`config.mk`:
```
export PLATFORM = sky130hd
export DESIGN_NAME = truth_table_sweeper_flat
export DESIGN_NICKNAME = d
export VERILOG_FILES = /design/src/rtl/truth_pkg.sv /design/src/rtl/truth_table_sweeper_if.sv /design/src/rtl/truth_table_sweeper_zero_scanner.sv /design/src/rtl/truth_table_sweeper.sv /design/src/flat_wrapper.sv
export SDC_FILE = /design/constraint.sdc
export NUM_CORES = 1
export LEC_CHECK = 0
export ABC_AREA = 1
export ABC_CLOCK_PERIOD_IN_PS = 2000
export BUFFER_PORTS_ARGS = -buffer_cell sky130_fd_sc_hd__buf_4
export CAP_MARGIN = 20
export CORE_ASPECT_RATIO = 0.5
export CORE_MARGIN = 2
export CORE_UTILIZATION = 52
export DETAILED_ROUTE_END_ITERATION = 12
export GPL_TIMING_DRIVEN = 0
export PLACE_DENSITY = 0.83
export REMOVE_ABC_BUFFERS = 1
export SKIP_CTS_REPAIR_TIMING = 1
export SLEW_MARGIN = 0
export SYNTH_ARGS = -nofsm -noshare
export SYNTH_HDL_FRONTEND = slang
export SYNTH_HIERARCHICAL = 1
export SYNTH_SLANG_ARGS = --single-unit
export TNS_END_PERCENT = 5
```
`constraint.sdc`:
```
create_clock -name clk -period 2 [get_ports clk]
set_clock_uncertainty 0.15 [all_clocks]
set_input_delay 0.1 -clock clk [delete_from_list [all_inputs] [get_ports clk]]
set_output_delay 0.1 -clock clk [all_outputs]
set_load 0.1 [all_outputs]
```
`src/rtl/truth_pkg.sv`:
```
// Shared types and sizing for the truth-table sweeper.
package truth_pkg;

   localparam int DEF_N_VARS = 4;
   localparam int ROWS       = 2 ** DEF_N_VARS;

   typedef enum logic [2:0] {
      IDLE  = 3'd0,
      DRIVE = 3'd1,
      SCAN  = 3'd2,
      EMIT  = 3'd3,
      DONE  = 3'd4
   } state_t;

   // Row/pointer counters carry one extra bit so "one past the last row" is representable.
   function automatic int cnt_w(input int n_vars);
      return n_vars + 1;
   endfunction

endpackage

```
`src/rtl/truth_table_sweeper_if.sv`:
```
// Maxterm index stream.
// Handshake: the master raises mt_valid with mt_index/mt_last and holds all three stable
// until a rising edge where mt_valid & mt_ready are both high; that edge transfers the index.
// mt_valid never drops without such a transfer. mt_ready may change freely.
interface truth_table_sweeper_if #(
   parameter int N_VARS = 4
);
   logic              mt_valid;
   logic              mt_ready;
   logic [N_VARS-1:0] mt_index;
   logic              mt_last;

   modport master (output mt_valid, output mt_index, output mt_last, input mt_ready);
   modport slave  (input mt_valid, input mt_index, input mt_last, output mt_ready);
endinterface

```
`src/rtl/truth_table_sweeper_zero_scanner.sv`:
```
// Walks the captured truth mask looking for zero rows and owns the emitted-index registers.
module zero_scanner
   import truth_pkg::*;
#(
   parameter int N_VARS = DEF_N_VARS
) (
   input  logic                      clk,
   input  logic                      rst_n,
   input  logic                      clear,
   input  logic                      step,
   input  logic                      load,
   input  logic                      advance,
   input  logic [2**N_VARS-1:0]      truth,
   input  logic [cnt_w(N_VARS)-1:0]  n_max,
   output logic                      found,
   output logic                      exhausted,
   output logic [N_VARS-1:0]         mt_index,
   output logic                      mt_last
);

   localparam int CW     = cnt_w(N_VARS);
   localparam int ROWS_L = 2 ** N_VARS;

   logic [CW-1:0] ptr;
   logic [CW-1:0] emit_cnt;

   assign exhausted = (ptr == CW'(ROWS_L));
   assign found     = !exhausted && !truth[ptr[N_VARS-1:0]];

   // Pointer walk, index capture and emitted-index count for the last flag.
   always_ff @(posedge clk or negedge rst_n) begin
      if (!rst_n) begin
         ptr      <= '0;
         emit_cnt <= '0;
         mt_index <= '0;
         mt_last  <= 1'b0;
      end else if (clear) begin
         ptr      <= '0;
         emit_cnt <= '0;
      end else begin
         if (step) begin
            ptr <= ptr + CW'(1);
         end
         if (load) begin
            mt_index <= ptr[N_VARS-1:0];
            mt_last  <= ((emit_cnt + CW'(1)) == n_max);
            emit_cnt <= emit_cnt + CW'(1);
         end
         if (advance) begin
            ptr <= {1'b0, mt_index} + CW'(1);
         end
      end
   end

endmodule

```
`src/rtl/truth_table_sweeper.sv`:
```
// Drives every input combination onto an external function, captures its truth mask,
// counts the zero rows and streams their indices out.
module truth_table_sweeper
   import truth_pkg::*;
#(
   parameter int N_VARS = DEF_N_VARS,
   parameter int SETTLE = 1
) (
   input  logic                      clk,
   input  logic                      rst_n,
   input  logic                      start,
   output logic                      busy,
   output logic                      done,
   output logic [N_VARS-1:0]         abcd,
   input  logic                      s_in,
   output logic [2**N_VARS-1:0]      truth,
   output logic [cnt_w(N_VARS)-1:0]  n_max,
   truth_table_sweeper_if.master     mt,
   output state_t                    dbg_state
);

   localparam int CW     = cnt_w(N_VARS);
   localparam int ROWS_L = 2 ** N_VARS;
   localparam int SW     = (SETTLE > 0) ? $clog2(SETTLE + 1) : 1;

   state_t        state, state_nxt;
   logic [CW-1:0] idx;
   logic [SW-1:0] settle_cnt;
   logic          sample;
   logic          last_row;
   logic          found, exhausted;
   logic          sc_clear, sc_step, sc_load, sc_advance;
   logic          no_max;

   assign sample    = (state == DRIVE) && (settle_cnt == SW'(SETTLE));
   assign last_row  = (idx == CW'(ROWS_L - 1));
   assign no_max    = (n_max == '0);

   assign sc_clear   = (state == IDLE) && start;
   assign sc_step    = (state == SCAN) && !no_max && !found && !exhausted;
   assign sc_load    = (state == SCAN) && !no_max && found;
   assign sc_advance = (state == EMIT) && mt.mt_ready && !mt.mt_last;

   assign abcd        = (state == DRIVE) ? idx[N_VARS-1:0] : '0;
   assign done        = (state == DONE);
   assign mt.mt_valid = (state == EMIT);
   assign dbg_state   = state;

   // State register.
   always_ff @(posedge clk or negedge rst_n) begin
      if (!rst_n) begin
         state <= IDLE;
      end else begin
         state <= state_nxt;
      end
   end

   // Next-state decode.
   always_comb begin
      state_nxt = state;
      case (state)
         IDLE:  if (start) state_nxt = DRIVE;
         DRIVE: if (sample && last_row) state_nxt = SCAN;
         SCAN: begin
            if (no_max || exhausted) state_nxt = DONE;
            else if (found)          state_nxt = EMIT;
         end
         EMIT: begin
            if (mt.mt_ready) state_nxt = mt.mt_last ? DONE : SCAN;
         end
         DONE:    state_nxt = IDLE;
         default: state_nxt = IDLE;
      endcase
   end

   // Sweep counters, truth capture, zero count and busy flag.
   always_ff @(posedge clk or negedge rst_n) begin
      if (!rst_n) begin
         idx        <= '0;
         settle_cnt <= '0;
         truth      <= '0;
         n_max      <= '0;
         busy       <= 1'b0;
      end else begin
         if (state == IDLE && start) begin
            truth      <= '0;
            n_max      <= '0;
            idx        <= '0;
            settle_cnt <= '0;
            busy       <= 1'b1;
         end else if (state == DRIVE) begin
            if (sample) begin
               truth[idx[N_VARS-1:0]] <= s_in;
               // Only a definite 0 counts; an X/Z sample is kept in the mask but not counted.
               if (s_in == 1'b0) n_max <= n_max + CW'(1);
               settle_cnt <= '0;
               if (!last_row) idx <= idx + CW'(1);
            end else begin
               settle_cnt <= settle_cnt + SW'(1);
            end
         end else if (state == DONE) begin
            busy <= 1'b0;
         end
      end
   end

   zero_scanner #(.N_VARS(N_VARS)) u_scanner (
      .clk       (clk),
      .rst_n     (rst_n),
      .clear     (sc_clear),
      .step      (sc_step),
      .load      (sc_load),
      .advance   (sc_advance),
      .truth     (truth),
      .n_max     (n_max),
      .found     (found),
      .exhausted (exhausted),
      .mt_index  (mt.mt_index),
      .mt_last   (mt.mt_last)
   );

endmodule

```
`src/flat_wrapper.sv`:
```
// flat-port wrapper written by rule: the top's interface ports become plain ports
module truth_table_sweeper_flat import truth_pkg::*;
#(
   parameter int N_VARS = DEF_N_VARS,
   parameter int SETTLE = 1
)
  (clk, rst_n, start, busy, done, abcd, s_in, truth, n_max, dbg_state, mt_mt_valid, mt_mt_index, mt_mt_last, mt_mt_ready);
  truth_table_sweeper_if #(.N_VARS(N_VARS)) mt_i ();
  input  logic clk;
  input  logic rst_n;
  input  logic start;
  output logic busy;
  output logic done;
  output logic [N_VARS-1:0] abcd;
  input  logic s_in;
  output logic [2**N_VARS-1:0] truth;
  output logic [cnt_w(N_VARS)-1:0] n_max;
  output state_t dbg_state;
  output wire logic [$bits(mt_i.mt_valid)-1:0] mt_mt_valid;
  output wire logic [$bits(mt_i.mt_index)-1:0] mt_mt_index;
  output wire logic [$bits(mt_i.mt_last)-1:0] mt_mt_last;
  input wire logic [$bits(mt_i.mt_ready)-1:0] mt_mt_ready;
  assign mt_mt_valid = mt_i.mt_valid;
  assign mt_mt_index = mt_i.mt_index;
  assign mt_mt_last = mt_i.mt_last;
  assign mt_i.mt_ready = mt_mt_ready;
  truth_table_sweeper #(.N_VARS(N_VARS), .SETTLE(SETTLE)) u_core (.clk(clk), .rst_n(rst_n), .start(start), .busy(busy), .done(done), .abcd(abcd), .s_in(s_in), .truth(truth), .n_max(n_max), .mt(mt_i), .dbg_state(dbg_state));
endmodule
```
---- Yosys cells after proc, flatten, opt, wreduce, memory -nomap -nowiden ----
Cells that the tools add are included.
storage, ports and cells
  register bits after elaboration ......... 46
  input port bits ......................... 5
  output and inout port bits .............. 36
  word-level logic and storage cells ...... 99
cells by class
  add/sub/neg operators ................... 6
  magnitude comparators ................... 3
  equality and inequality tests ........... 14
  mux-type cells .......................... 35
  bitwise logic cells ..................... 1
  reduce and logical (&&, ||, !) cells .... 30
operator list
  cell                                                                           count
  5-bit 2-to-1 mux                                                               13
  16-bit 2-to-1 mux                                                              3
  5-bit by 1-bit adder with 5-bit output (second input constant)                 4
  3-bit 2-to-1 mux                                                               6
  16-bit bitwise mux                                                             1
  3-bit case mux with 4 select lines                                             1
  1-bit logical AND                                                              11
  4-bit by 5-bit less-than comparator with 1-bit output (second input constant)  2
  1-bit 2-to-1 mux                                                               8
  2-bit nonzero test                                                             4
  3-bit by 2-bit equality test with 1-bit output (second input constant)         2
  2-bit by 1-bit != test with 1-bit output (second input constant)               3
  2-bit != test (second input constant)                                          3
  2-bit AND reduction                                                            3
  3-bit AND reduction                                                            2
  4-bit by 1-bit adder with 5-bit output (second input constant)                 1
  5-bit by 4-bit equality test with 1-bit output (second input constant)         1
  5-bit equality test                                                            1
  5-bit equality test (second input constant)                                    1
  1-bit zero test                                                                5
  5-bit zero test                                                                1
  1-bit binary-select mux with 4-bit select                                      1
  1-bit demux with 4-bit select                                                  1
  4-bit by 1-bit >= comparator with 1-bit output (second input constant)         1
  other kinds (10)                                                               10

---- Depth between registers and ports, before layout ----
Gate-level depths: netlist of run 1.
  depth after elaboration ................. 10
  mapped depth ............................ 16
  depth with buffers taken out ............ 16

---- Hierarchy ----
The synthesis of run 1 kept the hierarchy.
modules (own cells, without submodules)
  module               instances  cells each  area each (um2)  sequential area each (um2)
  truth_table_sweeper  1          245         1,850.5          775.7
  zero_scanner         1          160         1,074.8          375.4

---- Worst setup path before layout of run 1 ----
OpenSTA, ideal clock, no wires.
  path kind ............................... register to register
  start point ............................. register u_core.state[2], in the netlist u_core/dbg_state[2]
  end point ............................... register u_core.busy
  library setup time ...................... 0.239 ns
  data arrival time ....................... 3.437 ns
  data required time ...................... 1.611 ns
  slack ................................... -1.826 ns
  cell stages (with the launch flop) ...... 4
  path buffers ............................ 0
  period minus slack after synthesis ...... 3.826 ns
  cells stage by stage .................... dfrtp_1 -> inv_1 -> nor3_1 -> o21ai_0
on the way
  elaborated cells on any way between the ends .. 8
  those cells by class .................... eq/ne: 3; mux: 1; reduce/logical: 4
RTL lines
  element                        RTL line                    source
  start, declared                truth_table_sweeper.sv:26   state_t state, state_nxt;
  start signal, assigned         truth_table_sweeper.sv:54   state <= state_nxt;
  3-bit equality test            -
  net done                       flat_wrapper.sv:13          output logic done;
  2-bit nonzero test (no line)   -
  2-bit AND reduction (no line)  -
  end signal, assigned           truth_table_sweeper.sv:83   busy <= 1'b0;
  end signal, assigned           truth_table_sweeper.sv:90   busy <= 1'b1;
  end signal, assigned           truth_table_sweeper.sv:102  busy <= 1'b0;
  end, declared                  truth_table_sweeper.sv:12   output logic busy,
The timed path passes the listed nets, and every way through them passes these cells.
A chain may end at the register's enable or synchronous reset.

---- Worst setup path in the final report of run 1 ----
  start point ............................. register u_core.state[2], in the netlist u_core/dbg_state[2]
  end point ............................... register u_core.u_scanner.ptr[4]
on the way
  cells in the longest elaborated chain, start to end .. 5
  elaborated cells on any way between the ends .. 12
  those cells by class .................... eq/ne: 2; mux: 2; reduce/logical: 8
RTL lines
  element                                           RTL line                                source
  3-bit by 2-bit equality test with 1-bit output *  truth_table_sweeper.sv:42               assign sc_advance = (state == EMIT) && mt.mt_ready && !mt.mt_last;
  1-bit logical AND * (2 in a row)                  truth_table_sweeper.sv:42
  net u_core.sc_advance                             truth_table_sweeper.sv:32               logic sc_clear, sc_step, sc_load, sc_advance;
  5-bit 2-to-1 mux                                  truth_table_sweeper_zero_scanner.sv:49  if (advance) begin
  5-bit 2-to-1 mux                                  truth_table_sweeper_zero_scanner.sv:37  end else if (clear) begin
  end signal, assigned                              truth_table_sweeper_zero_scanner.sv:42  ptr <= ptr + CW'(1);
  end signal, assigned                              truth_table_sweeper_zero_scanner.sv:50  ptr <= {1'b0, mt_index} + CW'(1);
  end, declared                                     truth_table_sweeper_zero_scanner.sv:24  logic [CW-1:0] ptr;
Mark *: on every way through the listed nets, which the timed path passes. The rest lies on a longest branch.

==> summary.txt, run 1 <==
Min Tclk post-route: 2.183 ns
Placed Cells: 507
Crit Path Class: reg2reg
Synth area leader: dfrtp_1
Synth top cells by count: 113 x nand2_1, 50 x inv_1, 49 x nor2_1
RSZ-0062 raised after global routing: yes
Gpl congestion: 0.8403
Reg2reg start: u_core/dbg_state[2]
Post-synth EDFFs: 0
Post-synthesis cell type count: 31
CP max FO: 9
Largest net degree at the start of global routing: 47
Die area: 0.006278 mm^2
PwrDens: 1352 mW/mm^2
Max Freq: 458.1 MHz
Synth Cell Area: 0.002925 mm^2
Worst-path clk slew: 0.08 ns
Cells after Synth: 405
Capturing point of the worst reg2reg path: u_core/u_scanner/ptr[4]
Number of routed nets with antenna violations: 0
Initial Util: 53.73%
Vias in the first global route: 2354
Yosys top cell area share: 39.35%
Failing checks: negative setup slack
Post-Layout Cell Count: 525
M1 GR Usage: 29.80%
Run status: complete, but fails checks
Filler cells: 453
Hold Path Cell Cnt: 3
Hold EP: u_core/truth[11]
Worst R2R Setup Slack: -0.18 ns
Wire per inst: 12.90 um
CTS buffer count: 5
Final Hold Vio Count: 0
Relative slew slack: 60.66%
Die height: 57.04 um
Top delay family on crit path: simple AND/OR/NAND/NOR gates
Final setup viols: 15
DR pass1 iterations: 5
Crit path top cell by count: nand2_1
Yosys Warn Count: 6
Final Util: 64.24%
Met3 Use GR: 5.600%
Synth Area per Inst: 7.223 um^2
Port Buf Inserts: 40
Layout cell share with drive strength beyond 1: 23.67%
Initial antenna violation count: 0
Slew Viols, Final: 0
Area of the multi-input gates: 0.001544 mm^2
CTS tree: yes
Peak supply drop: 0.7603 mV
Cell Chain, Critical Path: inv_1 -> nand3_1 -> inv_2 -> nand2_1 -> nor2_4 -> nand2_1 -> o21ai_2 -> ha_2 -> nand2_2 -> nor2_2 -> nor2_1 -> o21ai_1
Max stage delay on crit path: 0.44 ns
Clock root cell: clkbuf_8
Tcrit/Tclk final: 109.1%
Met2 Use GR: 33.04%
Number of synthesized register bits: 46
CTS sink cnt: 46
Reg2Reg Depth: 12
CP Capture Type: register
Gr ovfl total: 0
Class of the worst hold path: in2reg
Max Cap Viol: 0
GR peak layer: met2
Drt via density: 5.303
Slowest CP cell: dfrtp_1
Placeable Area: 0.005444 mm^2
Pleak: 1.804 nW
Critical path startpoint category: register
IO Pins: 41
Ys async rst share: 100.0%
Fin worst setup slack: -0.1829 ns
Clock latency on the worst-skew pair: 0.29 ns
Via count: 2784
FF/Latch Area: 0.001155 mm^2
All-Layer GR Usage: 21.30%
Largest cells by area after synthesis: dfrtp_1 39%, nand2_1 14%, inv_1 6.4%, nor2_1 6.3%, nand3_1 4.6%
Pre-CTS setup slack: -0.7048 ns
Register area share after synthesis: 39.35%
Power Total: 0.004726 W
Worst Tran Pin Value: 0.5900 ns
Final setup TNS: -1.005 ns
Top_reg_cell synth: dfrtp_1
Final WL: 6774 um
Worst path arrival time: 2.26 ns
CTS H-tree lvls: 2
CP bufs+invs: 2
Clock Path Buffers: 2
Min-delay src: s_in
Area Growth Syn to Fin: 19.55%
Row Count: 19
Final antenna diode count: 0
Nets: 466
Worst path required time: 2.07 ns
Die width: 110.1 um
First-pass GRT wire length: 10490 um
Top-count cell post-synth: nand2_1
DP HPWL: 4535 um
DR DRC count: 0
Iteration-0 DRC Markers: 237
[per-stage QoR]
stage          hold slack, ns  area, um^2
2_1_floorplan         -0.3456        2839
3_5_place_dp        -0.008685        3231
5_1_grt              0.009154        3497
4_1_cts               -0.3292        3309
6_report              0.01875        3497
3_3_place_gp         -0.01067        3231
[metal layers]
| metal | up-vias | wire length (um) |
|---|---|---|
| li1 | 1399 | - |
| met1 | 1294 | 3122 |
| met2 | 87 | 3258 |
| met3 | 4 | 357 |
| met4 | 0 | 36 |
| met5 | - | 0 |
[worst max-delay path by stage]
stage	start	endpoint	slack (ns)	cells past startpoint
6_report	u_core/dbg_state[2]	u_core/u_scanner/ptr[4]	-0.18	12
5_1_grt	u_core/u_scanner/ptr[0]	u_core/u_scanner/mt_last	-0.31	16
4_1_cts	u_core/dbg_state[0]	u_core/u_scanner/ptr[4]	-0.73	11
3_5_place_dp	u_core/dbg_state[0]	u_core/u_scanner/ptr[4]	-0.70	11
3_3_place_gp	u_core/dbg_state[0]	u_core/u_scanner/ptr[4]	-0.65	11
2_1_floorplan	u_core/dbg_state[2]	u_core/busy	-1.83	3
[flip-flops by register name, summed over array words and instances (netlist names)]
name	cells
u_core/u_scanner/mt_index	4
u_core/u_scanner/emit_cnt	5
u_core/u_scanner/mt_last	1
u_core/u_scanner/ptr	5
u_core/busy	1
u_core/truth	16
u_core/n_max	5
u_core/settle_cnt	1
u_core/idx	5
u_core/dbg_state	3
[final cells by class]
| cell class | instances | share of cell area (%) |
|---|---|---|
| Tap cell | 73 | 2.612 |
| Timing Repair Buffer | 50 | 11.27 |
| Timing Repair inverter | 1 | 0.2504 |
| Multi-Input combinational cell | 291 | 44.15 |
| Sequential cell | 46 | 33.02 |
| Inverter | 57 | 6.440 |
| Clock inverter | 2 | 0.2862 |
| Clock buffer | 5 | 1.968 |
[worst reg2reg max path, cell delays in order, from the launching register on]
cell and delay [ns]:
dfrtp_1 0.44, inv_1 0.13, nand3_1 0.14, inv_2 0.10
nand2_1 0.08, nor2_4 0.27, nand2_1 0.12, o21ai_2 0.13
ha_2 0.25, nand2_2 0.07, nor2_2 0.08, nor2_1 0.04
o21ai_1 0.12
[placed cells by master (no fill, tap or decap), types with 4 or more instances in the layout]
cell type    n
nand2_1    111
buf_4       47
inv_1       45
dfrtp_1     43
nor2_1      42
nand3_1     27
nand4_1     21
o21ai_1     15
a21oi_1     13
inv_2        9
nand2_2      7
nor2_2       6
o21ai_0      6
ha_1         6
o21ai_2      6
clkbuf_8     5
nor2_4       4
o22ai_1      4
[kinds of logic (layout without fill, tap and decap cells)]
| logic type | Yosys count | count (layout) | share of synthesized area [%] |
|---|---|---|---|
| xor gates and xnor gates | 6 | 6 | 1.797 |
| adders and majority gates | 9 | 9 | 3.850 |
| buffers and inverters | 68 | 115 | 10.26 |
| and+or+nand+nor | 228 | 228 | 35.07 |
| AOI/OAI and AO/OA | 48 | 48 | 9.666 |
| DFF | 46 | 46 | 39.35 |
[power by group]
part	total [W]	switching, W	internal (W)
Combinational	0.00283	0.00212	0.000711
Sequential	0.00135	0.000244	0.00111
Clock	0.000539	0.000304	0.000235
Total	0.00473	0.00267	0.00206
(Power assumes the default switching activity.)
==> run 2: changes to the inputs <==
==> constraint.sdc (replaced) <==
create_clock -name clk -period 2 [get_ports clk]
set_clock_uncertainty 0.15 [all_clocks]
set_input_delay 0.3 -clock clk [delete_from_list [all_inputs] [get_ports clk]]
set_output_delay 0.3 -clock clk [all_outputs]
set_load 0.1 [all_outputs]
==> run 2 against run 1 <==
Largest power group unchanged. The flow still finishes with violations (negative setup slack). First-iteration DRC count decreased by 7.2%. Total power increased by 0.15%. Wire length about the same. Sequential power about the same.
==> summary.txt, run 2 (synthesized netlist as in run 1, its figures left out) <==
Run status: complete, but fails checks
Failing checks: negative setup slack
Reg2reg start: u_core/dbg_state[2]
Critical Path Stages: 12
Final setup viols: 15
Combinational power share: 60.0%
Gpl congestion: 0.8403
Worst R2R Setup Slack: -0.17 ns
Clock Path Buffers: 2
Min Tclk post-route: 2.175 ns
Worst path arrival time: 2.25 ns
Clock root cell: clkbuf_8
Die width: 110.1 um
All-Layer GR Usage: 21.30%
Port Buf Inserts: 40
Worst path required time: 2.07 ns
CTS buffer count: 5
Reg2Reg Depth: 12
Hold Path Cell Cnt: 3
Final WL: 6769 um
Post-Layout Cell Count: 525
Vias in the first global route: 2354
Capturing point of the worst reg2reg path: u_core/u_scanner/ptr[4]
Crit path top cell by count: nand2_1
Initial antenna violation count: 0
Largest net degree at the start of global routing: 47
Filler cells: 449
Min-delay src: s_in
Peak supply drop: 0.7587 mV
Via count: 2790
Max Freq: 459.9 MHz
RSZ-0062 raised after global routing: yes
CTS H-tree lvls: 2
Initial Util: 53.73%
Die area: 0.006278 mm^2
Final antenna diode count: 0
Tcrit/Tclk final: 108.7%
Pre-CTS setup slack: -0.7048 ns
First-pass GRT wire length: 10490 um
DP HPWL: 4535 um
Drt via density: 5.314
Placed Cells: 507
DR DRC count: 0
Cell Chain, Critical Path: inv_1 -> nand3_1 -> inv_2 -> nand2_1 -> nor2_4 -> nand2_1 -> o21ai_2 -> ha_2 -> nand2_2 -> nor2_2 -> nor2_1 -> o21ai_1
CP max FO: 9
IO Pins: 41
PwrDens: 1348 mW/mm^2
Pleak: 1.807 nW
Sw power: 0.002674 W
Hold WS: 0.2174 ns
Hold EP: u_core/truth[11]
Area Growth Syn to Fin: 20.06%
Max Cap Viol: 0
Max stage delay on crit path: 0.44 ns
Clock share of power: 11.4%
Placeable Area: 0.005444 mm^2
Final Hold Vio Count: 0
Crit Path Class: reg2reg
Gr ovfl total: 0
Nets: 466
Final instance area: 0.003512 mm^2
Clock latency on the worst-skew pair: 0.29 ns
Commonest non-fill, non-tap cell in the layout: nand2_1
Largest Register: u_core/truth
Class of the worst hold path: in2reg
Layout cell share with drive strength beyond 1: 23.67%
Pint: 0.002060 W
Final Util: 64.51%
Wire per inst: 12.89 um
Row Count: 19
Fin worst setup slack: -0.1746 ns
Placed Instance Area: 0.003231 mm^2
Worst Tran Pin Value: 0.5890 ns
Most frequent cells in the layout: 111 x nand2_1, 45 x inv_1, 43 x buf_4, 43 x dfrtp_1, 42 x nor2_1
Largest register FFs: 16
Switching share of total power: 56.48%
Number of routed nets with antenna violations: 0
Relative slew slack: 60.73%
Worst-path clk slew: 0.08 ns
Critical path startpoint category: register
CP bufs+invs: 2
Slowest CP cell: dfrtp_1
Seq pwr share: 28.6%
Top delay family on crit path: simple AND/OR/NAND/NOR gates
Die height: 57.04 um
CTS tree: yes
CP Capture Type: register
DR pass1 iterations: 4
CTS sink cnt: 46
Iteration-0 DRC Markers: 220
Slew Viols, Final: 0
[run 2: area by class of cell]
class / count / area, um^2 / share of cell area, %
multi-input cells: 291 / 1544 / 43.96
well taps: 73 / 91.34 / 2.601
inverters: 57 / 225.2 / 6.413
clock inverters: 2 / 10.01 / 0.2850
repair inverters: 1 / 8.758 / 0.2494
repair buffers: 50 / 409.1 / 11.65
clock buffers: 5 / 68.82 / 1.959
flip-flops and latches: 46 / 1155 / 32.88
[run 2: worst register-to-register path, stage by stage, from the launching register on]
cell	delay [ns]
dfrtp_1	0.44
inv_1	0.13
nand3_1	0.14
inv_2	0.10
nand2_1	0.08
nor2_4	0.27
nand2_1	0.12
o21ai_2	0.13
ha_2	0.24
nand2_2	0.07
nor2_2	0.08
nor2_1	0.04
o21ai_1	0.12
[run 2: per-layer routing]
| metal | wire [um] | track usage, % | share of wire, % | vias to the layer above |
|---|---|---|---|---|
| li1 | - | - | - | 1397 |
| met1 | 3072 | 29.80 | 45 | 1300 |
| met2 | 3254 | 33.04 | 48 | 89 |
| met3 | 402 | 5.600 | 5.9 | 4 |
| met4 | 39 | 5.787 | 0.58 | 0 |
| met5 | 0 | 0 | 0 | - |
[run 2: how the worst max path moves through the flow]
stage | from | to | slack [ns]
2_1_floorplan | u_core/dbg_state[2] | u_core/busy | -1.83
3_3_place_gp | u_core/dbg_state[0] | u_core/u_scanner/ptr[4] | -0.65
3_5_place_dp | u_core/dbg_state[0] | u_core/u_scanner/ptr[4] | -0.70
4_1_cts | u_core/dbg_state[0] | u_core/u_scanner/ptr[4] | -0.73
5_1_grt | u_core/u_scanner/ptr[0] | u_core/u_scanner/mt_last | -0.31
6_report | u_core/dbg_state[2] | u_core/u_scanner/ptr[4] | -0.17
[run 2: power groups by stage]
stage	clock network, W	registers (W)	logic (W)
after global placement	0	0.00135	0.00253
after detailed placement	0	0.00136	0.00257
after floorplan	0	0.00218	0.00119
final	0.000540	0.00135	0.00284
after CTS	0.000556	0.00134	0.00257
after global routing	0.000604	0.00139	0.00302
[run 2: stage by stage]
stage	power (W)	TNS, ns
after global placement	0.003883	-11.07
after detailed placement	0.003923	-12.19
final	0.004734	-1.014
after global routing	0.005016	-3.417
after CTS	0.004471	-12.75
after floorplan	0.003372	-28.84
